<file path="src/rtl/freq_display_ctrl.sv">
`default_nettype none
// ============================================================================
//  freq_display_ctrl
//  K*SCALE to BCD by double-dabble, shown on a multiplexed 7-segment display.
//  Revision: 1.0
// ============================================================================
module freq_display_ctrl #(
   parameter int K_W         = 24,
   parameter int SCALE       = 6,
   parameter int NUM_DIG     = 8,
   parameter int SCAN_DIV    = 50000,
   parameter bit SEG_ACT_LOW = 1'b0,
   parameter bit DIG_ACT_LOW = 1'b1
) (
   input  logic               clk,
   input  logic               rst_n,
   input  logic [K_W-1:0]     K,
   output logic [6:0]         SEG,
   output logic [NUM_DIG-1:0] DIG,
   output logic               busy,
   output logic               ovf
);

   localparam int PROD_W  = K_W + 8;
   localparam int BCD_W   = NUM_DIG * 4;
   localparam int ITER_W  = $clog2(PROD_W + 1);
   localparam int PRESC_W = $clog2(SCAN_DIV);
   localparam int IDX_W   = (NUM_DIG > 1) ? $clog2(NUM_DIG) : 1;

   localparam logic [1:0] IDLE = 2'd0;
   localparam logic [1:0] LOAD = 2'd1;
   localparam logic [1:0] CONV = 2'd2;
   localparam logic [1:0] DONE = 2'd3;

   localparam logic [6:0]         SEG_OFF = SEG_ACT_LOW ? 7'h7F : 7'h00;
   localparam logic [NUM_DIG-1:0] DIG_OFF = DIG_ACT_LOW ? {NUM_DIG{1'b1}} : {NUM_DIG{1'b0}};

   logic [1:0]         state_q, state_d;
   logic [K_W-1:0]     k_last_q, k_last_d;
   logic               pending_q, pending_d;
   logic [PROD_W-1:0]  shift_q, shift_d;
   logic [BCD_W-1:0]   bcd_q, bcd_d;
   logic               ovf_acc_q, ovf_acc_d;
   logic [ITER_W-1:0]  iter_q, iter_d;
   logic [BCD_W-1:0]   disp_q, disp_d;
   logic               ovf_q, ovf_d;
   logic [PRESC_W-1:0] presc_q, presc_d;
   logic [IDX_W-1:0]   dig_idx_q, dig_idx_d;
   logic [6:0]         seg_q, seg_d;
   logic [NUM_DIG-1:0] dig_q, dig_d;

   logic [PROD_W-1:0]  product;
   logic [BCD_W-1:0]   bcd_adj;
   logic [NUM_DIG-1:0] blank;
   logic [3:0]         cur_nib;
   logic               cur_blank;
   logic [6:0]         seg_code;
   logic [NUM_DIG-1:0] dig_hot;

   assign product = {8'd0, K} * {{K_W{1'b0}}, 8'(SCALE)};

   // ---------------- FSM: state register ----------------
   always_ff @(posedge clk or negedge rst_n) begin
      if (!rst_n) state_q <= IDLE;
      else        state_q <= state_d;
   end

   // ---------------- FSM: next state ----------------
   always_comb begin
      state_d = state_q;
      case (state_q)
         IDLE:    if ((K != k_last_q) || pending_q) state_d = LOAD;
         LOAD:    state_d = CONV;
         CONV:    if (iter_q == ITER_W'(1)) state_d = DONE;
         DONE:    state_d = IDLE;
         default: state_d = IDLE;
      endcase
   end

   // ---------------- FSM: outputs ----------------
   always_comb begin
      busy = (state_q != IDLE);
   end

   // ---------------- conversion datapath ----------------
   always_comb begin
      bcd_adj = bcd_q;
      for (int n = 0; n < NUM_DIG; n++) begin
         if (bcd_q[n*4 +: 4] >= 4'd5) bcd_adj[n*4 +: 4] = bcd_q[n*4 +: 4] + 4'd3;
      end

      k_last_d  = k_last_q;
      pending_d = pending_q;
      shift_d   = shift_q;
      bcd_d     = bcd_q;
      ovf_acc_d = ovf_acc_q;
      iter_d    = iter_q;
      disp_d    = disp_q;
      ovf_d     = ovf_q;

      case (state_q)
         LOAD: begin
            k_last_d  = K;
            pending_d = 1'b0;
            shift_d   = product;
            bcd_d     = '0;
            ovf_acc_d = 1'b0;
            iter_d    = ITER_W'(PROD_W);
         end
         CONV: begin
            iter_d  = iter_q - ITER_W'(1);
            bcd_d   = {bcd_adj[BCD_W-2:0], shift_q[PROD_W-1]};
            shift_d = {shift_q[PROD_W-2:0], 1'b0};
            // A carry out of the top digit means the value no longer fits
            if (bcd_adj[BCD_W-1]) ovf_acc_d = 1'b1;
         end
         DONE: begin
            disp_d = bcd_q;
            ovf_d  = ovf_acc_q;
         end
         default: ;
      endcase
   end

   // ---------------- scan and segment decode ----------------
   assign blank[0] = 1'b0;
   for (genvar n = 1; n < NUM_DIG; n++) begin : g_blank
      if (n == NUM_DIG - 1) begin : g_top
         assign blank[n] = (disp_q[n*4 +: 4] == 4'd0);
      end else begin : g_mid
         assign blank[n] = (disp_q[n*4 +: 4] == 4'd0) & blank[n+1];
      end
   end

   always_comb begin
      presc_d   = presc_q + PRESC_W'(1);
      dig_idx_d = dig_idx_q;
      if (presc_q == PRESC_W'(SCAN_DIV - 1)) begin
         presc_d   = '0;
         dig_idx_d = (dig_idx_q == IDX_W'(NUM_DIG - 1)) ? '0 : dig_idx_q + IDX_W'(1);
      end

      cur_nib   = disp_q[3:0];
      cur_blank = 1'b0;
      for (int n = 0; n < NUM_DIG; n++) begin
         dig_hot[n] = (dig_idx_q == IDX_W'(n));
         if (dig_idx_q == IDX_W'(n)) begin
            cur_nib   = disp_q[n*4 +: 4];
            cur_blank = blank[n];
         end
      end

      case (cur_nib)
         4'd0:    seg_code = 7'h3F;
         4'd1:    seg_code = 7'h06;
         4'd2:    seg_code = 7'h5B;
         4'd3:    seg_code = 7'h4F;
         4'd4:    seg_code = 7'h66;
         4'd5:    seg_code = 7'h6D;
         4'd6:    seg_code = 7'h7D;
         4'd7:    seg_code = 7'h07;
         4'd8:    seg_code = 7'h7F;
         4'd9:    seg_code = 7'h6F;
         default: seg_code = 7'h00;
      endcase
      if (ovf_q)          seg_code = 7'h40;
      else if (cur_blank) seg_code = 7'h00;

      seg_d = SEG_ACT_LOW ? ~seg_code : seg_code;
      dig_d = DIG_ACT_LOW ? ~dig_hot : dig_hot;
   end

   // ---------------- datapath registers ----------------
   always_ff @(posedge clk or negedge rst_n) begin
      if (!rst_n) begin
         k_last_q  <= '0;
         pending_q <= 1'b1;
         shift_q   <= '0;
         bcd_q     <= '0;
         ovf_acc_q <= 1'b0;
         iter_q    <= '0;
         disp_q    <= '0;
         ovf_q     <= 1'b0;
         presc_q   <= '0;
         dig_idx_q <= '0;
         seg_q     <= SEG_OFF;
         dig_q     <= DIG_OFF;
      end else begin
         k_last_q  <= k_last_d;
         pending_q <= pending_d;
         shift_q   <= shift_d;
         bcd_q     <= bcd_d;
         ovf_acc_q <= ovf_acc_d;
         iter_q    <= iter_d;
         disp_q    <= disp_d;
         ovf_q     <= ovf_d;
         presc_q   <= presc_d;
         dig_idx_q <= dig_idx_d;
         seg_q     <= seg_d;
         dig_q     <= dig_d;
      end
   end

   assign SEG = seg_q;
   assign DIG = dig_q;
   assign ovf = ovf_q;

endmodule
`default_nettype wire

</file>
<file path="config.mk">
export PLATFORM = sky130hd
export DESIGN_NAME = freq_display_ctrl
export DESIGN_NICKNAME = d
export VERILOG_FILES = /design/src/rtl/freq_display_ctrl.sv
export SDC_FILE = /design/constraint.sdc
export NUM_CORES = 1
export LEC_CHECK = 0
export ABC_CLOCK_PERIOD_IN_PS = 2890
export BUFFER_PORTS_ARGS = -buffer_cell sky130_fd_sc_hd__buf_2
export CAP_MARGIN = 0
export CORE_MARGIN = 4
export CORE_UTILIZATION = 50
export CTS_CLUSTER_DIAMETER = 200
export CTS_CLUSTER_SIZE = 10
export DETAILED_ROUTE_END_ITERATION = 7
export MAX_ROUTING_LAYER = met4
export PLACE_DENSITY = 0.67
export SKIP_CTS_REPAIR_TIMING = 1
export SLEW_MARGIN = 30
export SYNTH_ARGS = -nofsm -noshare
export SYNTH_HDL_FRONTEND = slang
export SYNTH_SLANG_ARGS = --single-unit
</file>
<file path="constraint.sdc">
create_clock -name clk -period 2.89 [get_ports clk]
set_input_delay 0.578 -clock clk [delete_from_list [all_inputs] [get_ports clk]]
set_output_delay 0.578 -clock clk [all_outputs]
set_load 0.1 [all_outputs]
</file>
### Yosys cells after proc, flatten, opt, wreduce, memory -nomap -nowiden

Memories as Yosys holds them, arrays and structs flattened.
Cells that the tools add are included.

| operators by class | value |
|---|---|
| $add $sub $neg | 11 |
| $mul | 1 |
| order comparisons | 8 |
| equal/unequal tests | 16 |
| mux-type cells | 34 |
| bitwise operators | 7 |
| reduce and logical (&&, ||, !) cells | 14 |

Operators with widths:

| kind | count |
|---|---|
| $pmux 32 s2 | 2 |
| $mux 4 | 15 |
| $add 4x2->4 const B | 8 |
| $ge 4x3->1 const B | 8 |
| $logic_not 4->1 | 7 |
| $mul 24x2->26 const B | 1 |
| $ne 24x24->1 | 1 |
| $add 16x1->16 const B | 1 |
| $eq 16x16->1 const B | 1 |
| $mux 16 | 1 |
| $mux 7 | 2 |
| $eq 3x3->1 const B | 4 |
| $pmux 6 s2 | 1 |
| $mux 1 | 8 |
| $not 8->8 | 1 |
| $pmux 2 s4 | 1 |
| $and 1x1->1 | 6 |
| $eq 3x2->1 const B | 2 |
| $eq 6x1->1 const B | 1 |
| $ne 2x2->1 const B | 3 |
| $sub 6x1->6 const B | 1 |
| $eq 2x2->1 const B | 2 |
| $mux 2 | 2 |
| $reduce_and 2->1 | 2 |
| 9 further kinds | 10 |

| storage, ports and cells | value |
|---|---|
| register bits after elaboration | 165 |
| bits in read-only memories | 112 |
| bits of input ports | 26 |
| output and inout bits | 17 |
| logic and storage cells | 105 |
| memories | 1 |

Memory list:

| name | words | width | read ports | clocked after Yosys merged registers in | write ports | RTL line | RTL |
|---|---|---|---|---|---|---|---|
| (no name shown) | 16 | 7 | 1 | 0 | 0 | 153 | `case (cur_nib)` |

### Longest topological paths before layout

Gate-level depths: netlist of the first run.

| logic depth | value |
|---|---|
| word-level depth | 16 |
| mapped depth | 14 |
| gate-level depth less buffers | 12 |

### Worst setup path before layout of the first run

Ideal clock, no wire load.

| timing path | value |
|---|---|
| path kind | input to register |
| start | input port K[0] |
| end | register shift_q[24] |
| library setup time | 0.125 ns |
| arrival | 2.406 ns |
| data required time | 2.765 ns |
| setup slack | 0.359 ns |
| cell stages on the path | 10 |
| buffers on the path | 0 |
| cell sequence | ha_1 -> inv_1 -> fa_1 -> nor2b_1 -> o2111ai_1 -> a211oi_1 -> a2111oi_4 -> o31a_1 -> xnor2_1 -> a21oi_1 |

| between the ends | value |
|---|---|
| cells in the longest elaborated chain, start to end | 2 |

RTL lines:

| element | RTL line | RTL |
|---|---|---|
| start, declared | 17 | `input logic [K_W-1:0] K,` |
| $mul 24x2->26 | 60 | `assign product = {8'd0, K} * {{K_W{1'b0}}, 8'(SCALE)};` |
| $pmux 32 s2 | 101 | `case (state_q)` |
| end signal, assigned | 191 | `shift_q <= shift_d;` |
| end, declared | 41 | `logic [PROD_W-1:0] shift_q, shift_d;` |

No other way between the ends. The select of a mux whose other input is x is not followed.
A chain may end at the register's enable or synchronous reset.

### Final worst setup path of the first run

| timing path | value |
|---|---|
| start | register dig_idx_q[0] |
| end | register seg_q[4] (netlist: SEG[4]) |

| between the ends | value |
|---|---|
| cells in the longest elaborated chain, start to end | 11 |
| elaborated cells on any way between the ends | 24 |
| those cells by class | eq/ne (7); mux (16); memory (1) |

RTL lines:

| element | RTL line | RTL |
|---|---|---|
| start, declared | 48 | `logic [IDX_W-1:0] dig_idx_q, dig_idx_d;` |
| start signal, assigned | 198 | `dig_idx_q <= dig_idx_d;` |
| $eq 3x1->1 | 147 | `if (dig_idx_q == IDX_W'(n)) begin` |
| $mux 4 (7 in a row) | 147 |  |
| $mem_v2 16x7 | - |  |
| $mux 7 * | 167 | `else if (cur_blank) seg_code = 7'h00;` |
| $mux 7 * | 166 | `if (ovf_q) seg_code = 7'h40;` |
| named net seg_code[4] | 57 | `logic [6:0] seg_code;` |
| end signal, assigned | 199 | `seg_q <= seg_d;` |
| end, declared | 49 | `logic [6:0] seg_q, seg_d;` |

Mark *: on every way through the listed nets, which the timed path passes. The rest lies on a longest branch.

==> impl_metrics.toml, run 1 <==
[yosys]
yosys-top-cells-count = "155 x dfrtp_1, 68 x a21oi_1, 63 x nor2_1"
synth.most_common_cell = "dfrtp_1"
synth_area_leaders = "dfrtp_1 42%, ha_1 8.0%, mux2_2 6.9%"
synth_edf_count = 0
synth-seq-area-share_pct = 44.4
yosys_register_bits = 164
synth.distinct_cells = 73
yosys_warnings = 0
synthFlopType = "dfrtp_1"
yosysTopAreaCellShare_pct = 41.8
async_flop_share_pct = 100
synth_nets = 1006
syn_inst = 920
synth_top_area_cell = "dfrtp_1"
syn_area_um2 = 9270
avgSynthCellArea_um2 = 10.1

[clock_network]
cts_buffers = 17
cts.clk_slew.worst_paths_ps = 60
cts_tree = "yes"
cts-htree-levels = 4
cts_root_buf = "clkbuf_16"
clock_path_buffers = 2
clock-sinks = 164
insertion_delay_ps = 430

[cells_and_area]
syn_to_final_growth_pct = 12.5
drive_gt1_share_pct = 17.6
finalNonFillerCells = 1205
diodes = 0
fillers = 1561
nNetsFinal = 1049

[die]
dieArea_um2 = 20800
num_rows = 49
io_pins = 43
die_h_um = 144
core-area_um2 = 18100
start_util_pct = 51.3
die_x_um = 144

[worst_setup_path]
start_kind = "flop"
cp_max_fo = 8
crit_arrival_ps = 3000
worstSetupPathType = "reg -> reg"
cp-end-kind = "flop"
worstPathRequired_ps = 3240

[global_routing]
grt_first_pass_wirelength_mm = 31.8
grt-ovfl-total = 0
grt_util_all_layers_pct = 19.5
grt_pass1_vias = 6593
grt_max_degree = 85
antenna_found_initial = 0

[sta]
finalSetupViolCount = 0
slew_headroom_pct = 62.0
final-max-slew-violation-count = 0
fmax_ghz = 0.376
tns_ps = 0
rsz0062_at_grt = "no"
tightest_slew_ps = 569
finalCritPeriodShare_pct = 92.0
fin_crit_ps = 2660
fin_skew_ps = 7.85
hold_viol = 0

[flow_run]
cap_violations = 0

[outcome]
status = "finished, final reports clean"

[power_and_ir_drop]
p_leak_nw = 4.64
p_per_area_nw_per_um2 = 789
ir_worst_vdd_v = 0.000537

[routing]
dr.first_iter.drc_count = 416
vias_per_cell = 5.70
remaining_drc_errors = 0
wl_per_cell_um = 15.7
ant_nets = 0
vias = 6873
dr.pass1.iters = 6
routed_wl_mm = 18.9

[placed_design]
globalplace.congestion = 0.850
dp.cells = 1173
io_buffers = 42
dp_hpwl_mm = 13.2

[hold_path]
hold_class = "in -> async"
==> path summary, 6_finish.rpt <==
check	from	endpoint	slack (ps)	cells past startpoint
setup / recovery	dig_idx_q[0]$_DFFE_PN0N_	SEG[4]$_DFF_PN0_	230	12
hold / removal	rst_n	disp_q[13]$_DFFE_PN0N_	110	1
setup reg to reg	dig_idx_q[0]$_DFFE_PN0N_	SEG[4]$_DFF_PN0_	230	12
hold reg to reg	presc_q[0]$_DFF_PN0_	presc_q[0]$_DFF_PN0_	480	1
max in group asynchronous	rst_n	shift_q[29]$_DFFE_PN0P_	2070	2
min in group clk	K[4]	k_last_q[4]$_DFFE_PN0P_	440	2
==> report_power, final <==
part           leakage (nW)  switching, mW  internal, mW
clock network         0.276          0.932          1.39
registers              2.09          0.252          2.75
logic                  2.27           1.78          1.12
==> metrics by stage <==
stage | utilization, % | power, mW | hold WS (ps) | area (µm²) | setup slack [ps]
after CTS | 57.5 | 8.33 | 113 | 10400 | -11.8
after detailed placement | 54.2 | 5.97 | 476 | 9810 | -6.80
after global routing | 57.7 | 8.78 | 141 | 10400 | 16.5
final | 57.7 | 8.23 | 106 | 10400 | 232
after global placement | 54.2 | 5.92 | 467 | 9810 | 83.0
after floorplan | - | 5.20 | 282 | 9270 | 359
==> final cells by class <==
| class | instances | area, µm² | share of cell area [%] |
|---|---|---|---|
| Sequential cell | 164 | 4120 | 39.5 |
| Inverter | 51 | 191 | 1.84 |
| Clock buffer | 21 | 450 | 4.32 |
| Timing Repair Buffer | 62 | 404 | 3.87 |
| Tap cell | 229 | 287 | 2.75 |
| Multi-Input combinational cell | 667 | 4830 | 46.3 |
| Clock inverter | 11 | 150 | 1.44 |
==> logic make-up (layout without fill, tap and decap cells) <==
logic type | count (synthesis) | count (layout) | synth area share (%)
buffers and inverters | 89 | 145 | 3.79
AND/OR/NAND/NOR | 245 | 245 | 13.1
multiplexers | 63 | 63 | 7.61
AO/OA/AOI/OAI | 227 | 227 | 16.2
XOR/XNOR | 72 | 72 | 6.80
flip-flops | 164 | 164 | 44.4
adder cells (fa/ha/maj) | 60 | 60 | 8.18
==> cells in the final DEF (no fill, tap or decap), drive strengths merged, types with 16 or more instances in the layout <==
master	n
a21oi	69
a31oi	16
buf	62
clkbuf	21
dfrtp	155
ha	59
inv	52
mux2	57
nand2	57
nand3	26
nor2	63
nor3	16
o21ai	48
xnor2	31
xor2	41
==> flip-flops by register name, summed over array words and instances (netlist names), 2 cells and up <==
signal and flops:
iter_q 6, shift_q 31, state_q 2, presc_q 16, k_last_q 24, dig_idx_q 3
disp_q 32, DIG 8, bcd_q 32, SEG 7
==> metal layers <==
metal / vias up / wire [µm] / GRT usage [%]
li1: 3366 / - / -
met1: 3375 / 9030 / 25.6
met2: 109 / 8990 / 30.8
met3: 23 / 653 / 4.07
met4: 0 / 238 / 5.65
met5: - / 0 / -
==> worst max-delay path, cell delays in order, from the launching register on <==
cell       delay [ps]
dfrtp_1           420
inv_1             110
ha_1              320
or2_1             280
a2bb2oi_1         220
o22ai_1           140
a21oi_1           260
a21boi_2          130
inv_1              90
ha_1              170
inv_1              40
o2111a_1          230
nor3_1            160
No activity file was read; power rests on OpenSTA's default activity.
==> run 2, diff against run 1 <==
- ABC_AREA: unset -> 1
==> impl_metrics.toml, run 2 <==
[outcome]
status = "finished, final reports clean"

[cells_and_area]
diodes = 0
syn_to_final_growth_pct = 11.5
drive_gt1_share_pct = 10.6
final_cell_mix = "260 x nand2_1, 180 x inv_1, 155 x dfrtp_1"
layout_top_registers = "bcd_q: 32 flops, disp_q: 32 flops, shift_q: 31 flops"
fillers = 1727
final_common_cell = "nand2_1"
nNetsFinal = 1327

[sta]
fin_skew_ps = 20.1
finalSetupViolCount = 0
finalCritPeriodShare_pct = 86.4
hold_viol = 0
fmax_ghz = 0.400
final-max-slew-violation-count = 0
rsz0062_at_grt = "no"
slew_headroom_pct = 46.2
tightest_slew_ps = 806
fin_crit_ps = 2500
tns_ps = 0

[routing]
dr.first_iter.drc_count = 413
routed_wl_mm = 21.1
dr.pass1.iters = 5
ant_nets = 0
vias = 7886
vias_per_cell = 5.30
wl_per_cell_um = 14.2
remaining_drc_errors = 0

[worst_setup_path]
worstPathRequired_ps = 3220
cp-end-kind = "flop"
crit-reg2reg-launch = "dig_idx_q[2]$_DFFE_PN0N_"
cpPeakStageDelay_ps = 600
crit_slowest_cell = "dfrtp_1"
worstSetupPathType = "reg -> reg"
start_kind = "flop"
rr_worst_depth = 17
r2r_slack_ps = 390
crit_start = "dig_idx_q[2]$_DFFE_PN0N_"
crit_family = "flip-flops"
r2r-end = "SEG[3]$_DFF_PN0_"
crit_buf_inv = 4
worstPathCellList = "inv_8 > ha_1 > inv_1 > o21ai_0 > o21bai_1 > nand2_1 > nand2_1 > nand2_1 > nand2_1 > nand2_1 > nand2_1 > inv_1 > ha_1 > inv_1 > nor2_1 > nor2_1 > nor2_1"
crit_top_cell = "nand2_1"
cp_max_fo = 8
crit_arrival_ps = 2830

[yosys]
async_flop_share_pct = 100
synth_top_area_cell = "dfrtp_1"
synth_edf_count = 0
yosysTopAreaCellShare_pct = 40.7
yosys_register_bits = 164
syn_area_um2 = 9530
synthFlopType = "dfrtp_1"
synth-seq-area-share_pct = 43.2
synth.most_common_cell = "nand2_1"
synth_nets = 1285
syn_inst = 1199
yosys-top-cells-count = "260 x nand2_1, 180 x inv_1, 155 x dfrtp_1"
yosys_warnings = 0
synth.distinct_cells = 46
synth_area_leaders = "dfrtp_1 41%, nand2_1 10%, ha_1 7.7%"
avgSynthCellArea_um2 = 7.95

[power_and_ir_drop]
power.total_mw = 9.13
ir_worst_vdd_v = 0.000472
p_leak_nw = 5.06
p_per_area_nw_per_um2 = 859

[clock_network]
cts_tree = "yes"
cts_root_buf = "clkbuf_16"
clock_path_buffers = 2
insertion_delay_ps = 450
cts_buffers = 17
cts.clk_slew.worst_paths_ps = 70
clock-sinks = 164
cts-htree-levels = 4

[die]
num_rows = 50
die_x_um = 146
core-area_um2 = 18700
io_pins = 43
dieArea_um2 = 21300
start_util_pct = 50.9
die_h_um = 146

[global_routing]
grt_max_degree = 50
grt-ovfl-total = 0
grt_util_all_layers_pct = 21.2
antenna_found_initial = 0
grt_pass1_vias = 7731
grt_first_pass_wirelength_mm = 36.3

[hold_path]
hold_class = "in -> async"

[placed_design]
dp_hpwl_mm = 15.4
io_buffers = 42
globalplace.congestion = 0.951

[flow_run]
cap_violations = 0
==> run 2: worst max path at each step <==
stage | depth (start not counted) | slack [ps] | end
final | 17 | 390 | SEG[3]$_DFF_PN0_
after global routing | 17 | 90 | SEG[3]$_DFF_PN0_
after CTS | 17 | 360 | SEG[3]$_DFF_PN0_
after detailed placement | 14 | 320 | shift_q[22]$_DFFE_PN0P_
after global placement | 14 | 360 | shift_q[22]$_DFFE_PN0P_
after floorplan | 13 | 650 | shift_q[22]$_DFFE_PN0P_
==> run 2: report_power, final <==
group | internal [mW] | switching [mW]
clock | 1.23 | 1.02
combinational | 1.14 | 2.55
sequential | 2.90 | 0.277
==> run 2: layer usage <==
layer  wire length [µm]  up-vias  GRT usage [%]  share of wire (%)
met1               9830     3685           26.6                 47
met3                765       27           3.97                3.6
met5                  0        -              -                  0
met2              10100      150           35.2                 48
met4                393        0           6.54                1.9
li1                   -     4024              -                  -
==> run 2: final cells by class <==
class / instances / area [µm²] / area share (%)
inverters: 185 / 702 / 6.61
well taps: 234 / 293 / 2.76
repair buffers: 53 / 337 / 3.17
clock inverters: 14 / 140 / 1.32
flip-flops and latches: 164 / 4120 / 38.8
clock buffers: 18 / 439 / 4.14
multi-input cells: 820 / 4590 / 43.3
==> run 2: stage by stage <==
stage                     cell area, µm²  setup WS [ps]  utilization [%]  hold slack (ps)  std cells
after floorplan                     9530            652                -              282       1199
after global placement             10000            364             53.7              440       1456
after detailed placement           10000            318             53.7              444       1456
after CTS                          10600            362             56.8             69.3       1488
after global routing               10600           91.9             56.8             73.4       1488
final                              10600            392             56.8             56.0       1488
==> run 2: worst reg2reg max path: stages (launching register included) <==
cell,delay [ps]
dfrtp_1,600
inv_8,90
ha_1,270
inv_1,160
o21ai_0,100
o21bai_1,160
nand2_1,70
nand2_1,50
nand2_1,60
nand2_1,60
nand2_1,50
nand2_1,80
inv_1,130
ha_1,250
inv_1,60
nor2_1,50
nor2_1,110
nor2_1,50
==> run 2: kinds of logic after synthesis <==
family / Yosys count / share of synthesized area, %
fa+ha+maj: 60 / 7.96
simple gates: 466 / 21.1
flops: 164 / 43.2
compound gates: 260 / 16.0
xor+xnor: 34 / 3.13
buf+inv: 215 / 8.63
==> run 3, diff against run 2 <==
- ABC_CLOCK_PERIOD_IN_PS: 2890 -> 2350
- clock period: 2.89 -> 2.35 ns (I/O delays scaled with it)
==> impl_metrics.toml, run 3 (synthesis gave the netlist of run 2 again) <==
[cells_and_area]
syn_to_final_growth_pct = 14.7
final_cell_mix = "259 x nand2_1, 176 x inv_1, 154 x dfrtp_1"
multi_input_area_um2 = 4630
fillers = 1722
drive_gt1_share_pct = 13.4
fin_area_um2 = 10900
final_common_cell = "nand2_1"
diodes = 0
nNetsFinal = 1354
ff_latch_area_um2 = 4120
finalNonFillerCells = 1515
layout_top_registers = "bcd_q: 32 flops, disp_q: 32 flops, shift_q: 31 flops"

[global_routing]
grtUsageMet3_pct = 3.79
grt_util_met1_pct = 27.8
grt_first_pass_wirelength_mm = 37.2
grt_util_all_layers_pct = 21.6
met2_usage_pct = 35.9
antenna_found_initial = 0
grt_max_degree = 67
grt_pass1_vias = 7734
grt-ovfl-total = 0
busiest_layer = "met2"

[clock_network]
insertion_delay_ps = 430
cts.clk_slew.worst_paths_ps = 70
cts_buffers = 17
cts-htree-levels = 4
clock_path_buffers = 2
cts_tree = "yes"
cts_root_buf = "clkbuf_16"
clock-sinks = 164

[power_and_ir_drop]
combPwrFrac_pct = 40.4
pwr-share-seq_pct = 33.9
ir_worst_vdd_v = 0.000714
p_per_area_nw_per_um2 = 1060
intPower_mw = 6.82
p_clk_share_pct = 25.8
switching_power_mw = 4.72
swShare_pct = 40.9
p_leak_nw = 5.21

[sta]
tightest_slew_ps = 543
finalSetupViolCount = 0
hold_viol = 2
setup_slack_ps = 102
rsz0062_at_grt = "yes"
fin_crit_ps = 2250
final-max-slew-violation-count = 0
finalCritPeriodShare_pct = 95.6
fin_skew_ps = 8.98
slew_headroom_pct = 63.8
fmax_ghz = 0.445
hold_slack_ps = -2.73

[routing]
dr.first_iter.drc_count = 389
dr.pass1.iters = 5
remaining_drc_errors = 0
vias_per_cell = 5.27
routed_wl_mm = 21.8
wl_per_cell_um = 14.4
ant_nets = 0
vias = 7984

[worst_setup_path]
worstSetupPathType = "reg -> reg"
crit_arrival_ps = 2570
cpPeakStageDelay_ps = 450
crit_slowest_cell = "dfrtp_2"
worstPathRequired_ps = 2670
start_kind = "flop"
cp_max_fo = 4
worstPathCellList = "inv_2 > ha_4 > buf_4 > nand3_1 > nand2_1 > inv_1 > nand2_1 > nand3_1 > nand3_1 > nand2_1 > a21boi_2 > ha_1 > inv_1 > nor2_2 > nor2_1 > nor2_1"
cp-end-kind = "flop"

[placed_design]
dpl-instance-area_um2 = 10200
pre_cts_ws_ps = 1.18
dp_hpwl_mm = 16.0
globalplace.congestion = 0.972
io_buffers = 42
dp.cells = 1480

[die]
num_rows = 50
start_util_pct = 50.9
die_x_um = 146
core-area_um2 = 18700
die_h_um = 146
io_pins = 43
dieArea_um2 = 21300

[outcome]
violations = "negative hold slack"
status = "finished, violations left"

[flow_run]
cap_violations = 0

[hold_path]
hold_class = "in -> async"
run 3: path summary, 6_finish.rpt:
check / slack, ps / end / depth (start not counted) / start
worst max-delay path: 100 / SEG[3]$_DFF_PN0_ / 16 / dig_idx_q[0]$_DFFE_PN0N_
worst min-delay path: -3 / presc_q[12]$_DFF_PN0_ / 1 / rst_n
worst max register to register: 100 / SEG[3]$_DFF_PN0_ / 16 / dig_idx_q[0]$_DFFE_PN0N_
worst min register to register: 450 / pending_q$_DFFE_PN1P_ / 2 / pending_q$_DFFE_PN1P_
max in group asynchronous: 1680 / DIG[0]$_DFF_PN1_ / 2 / rst_n
min in group clk: 300 / k_last_q[16]$_DFFE_PN0P_ / 3 / K[16]
run 3: stage by stage:
stage,util [%],power [mW],TNS (ps)
after floorplan,-,7.33,0
after global placement,54.7,8.50,0
after detailed placement,54.7,8.59,0
after CTS,58.1,11.6,-13.5
after global routing,58.4,12.4,-150
final,58.4,11.5,0
run 3: power by group through the flow:
stage | registers (mW) | clock network (mW) | logic (mW)
finish | 3.91 | 2.98 | 4.66
global route | 3.99 | 3.17 | 5.26
CTS | 3.91 | 3.03 | 4.67
detailed placement | 3.95 | 0 | 4.64
global placement | 3.94 | 0 | 4.56
floorplan | 4.33 | 0 | 3.00
run 3: critical path, delay by kind of cell, from the launching register on:
family | cells | cell delay, ps
flops | 1 | 450
compound gates | 1 | 280
fa+ha+maj | 2 | 440
buf+inv | 4 | 340
simple gates | 9 | 640
run 3: layout make-up:
type	count	share of cell area [%]
inverters	185	6.42
multi-input cells	820	42.4
well taps	234	2.68
flip-flops and latches	164	37.7
clock buffers	20	4.27
repair buffers	80	5.05
clock inverters	12	1.51
run 3: routing by layer:
metal  vias up  share of wire (%)
met5         -                  0
met4         0                1.5
met1      3738                 46
met2       125                 49
li1       4099                  -
met3        22                3.2
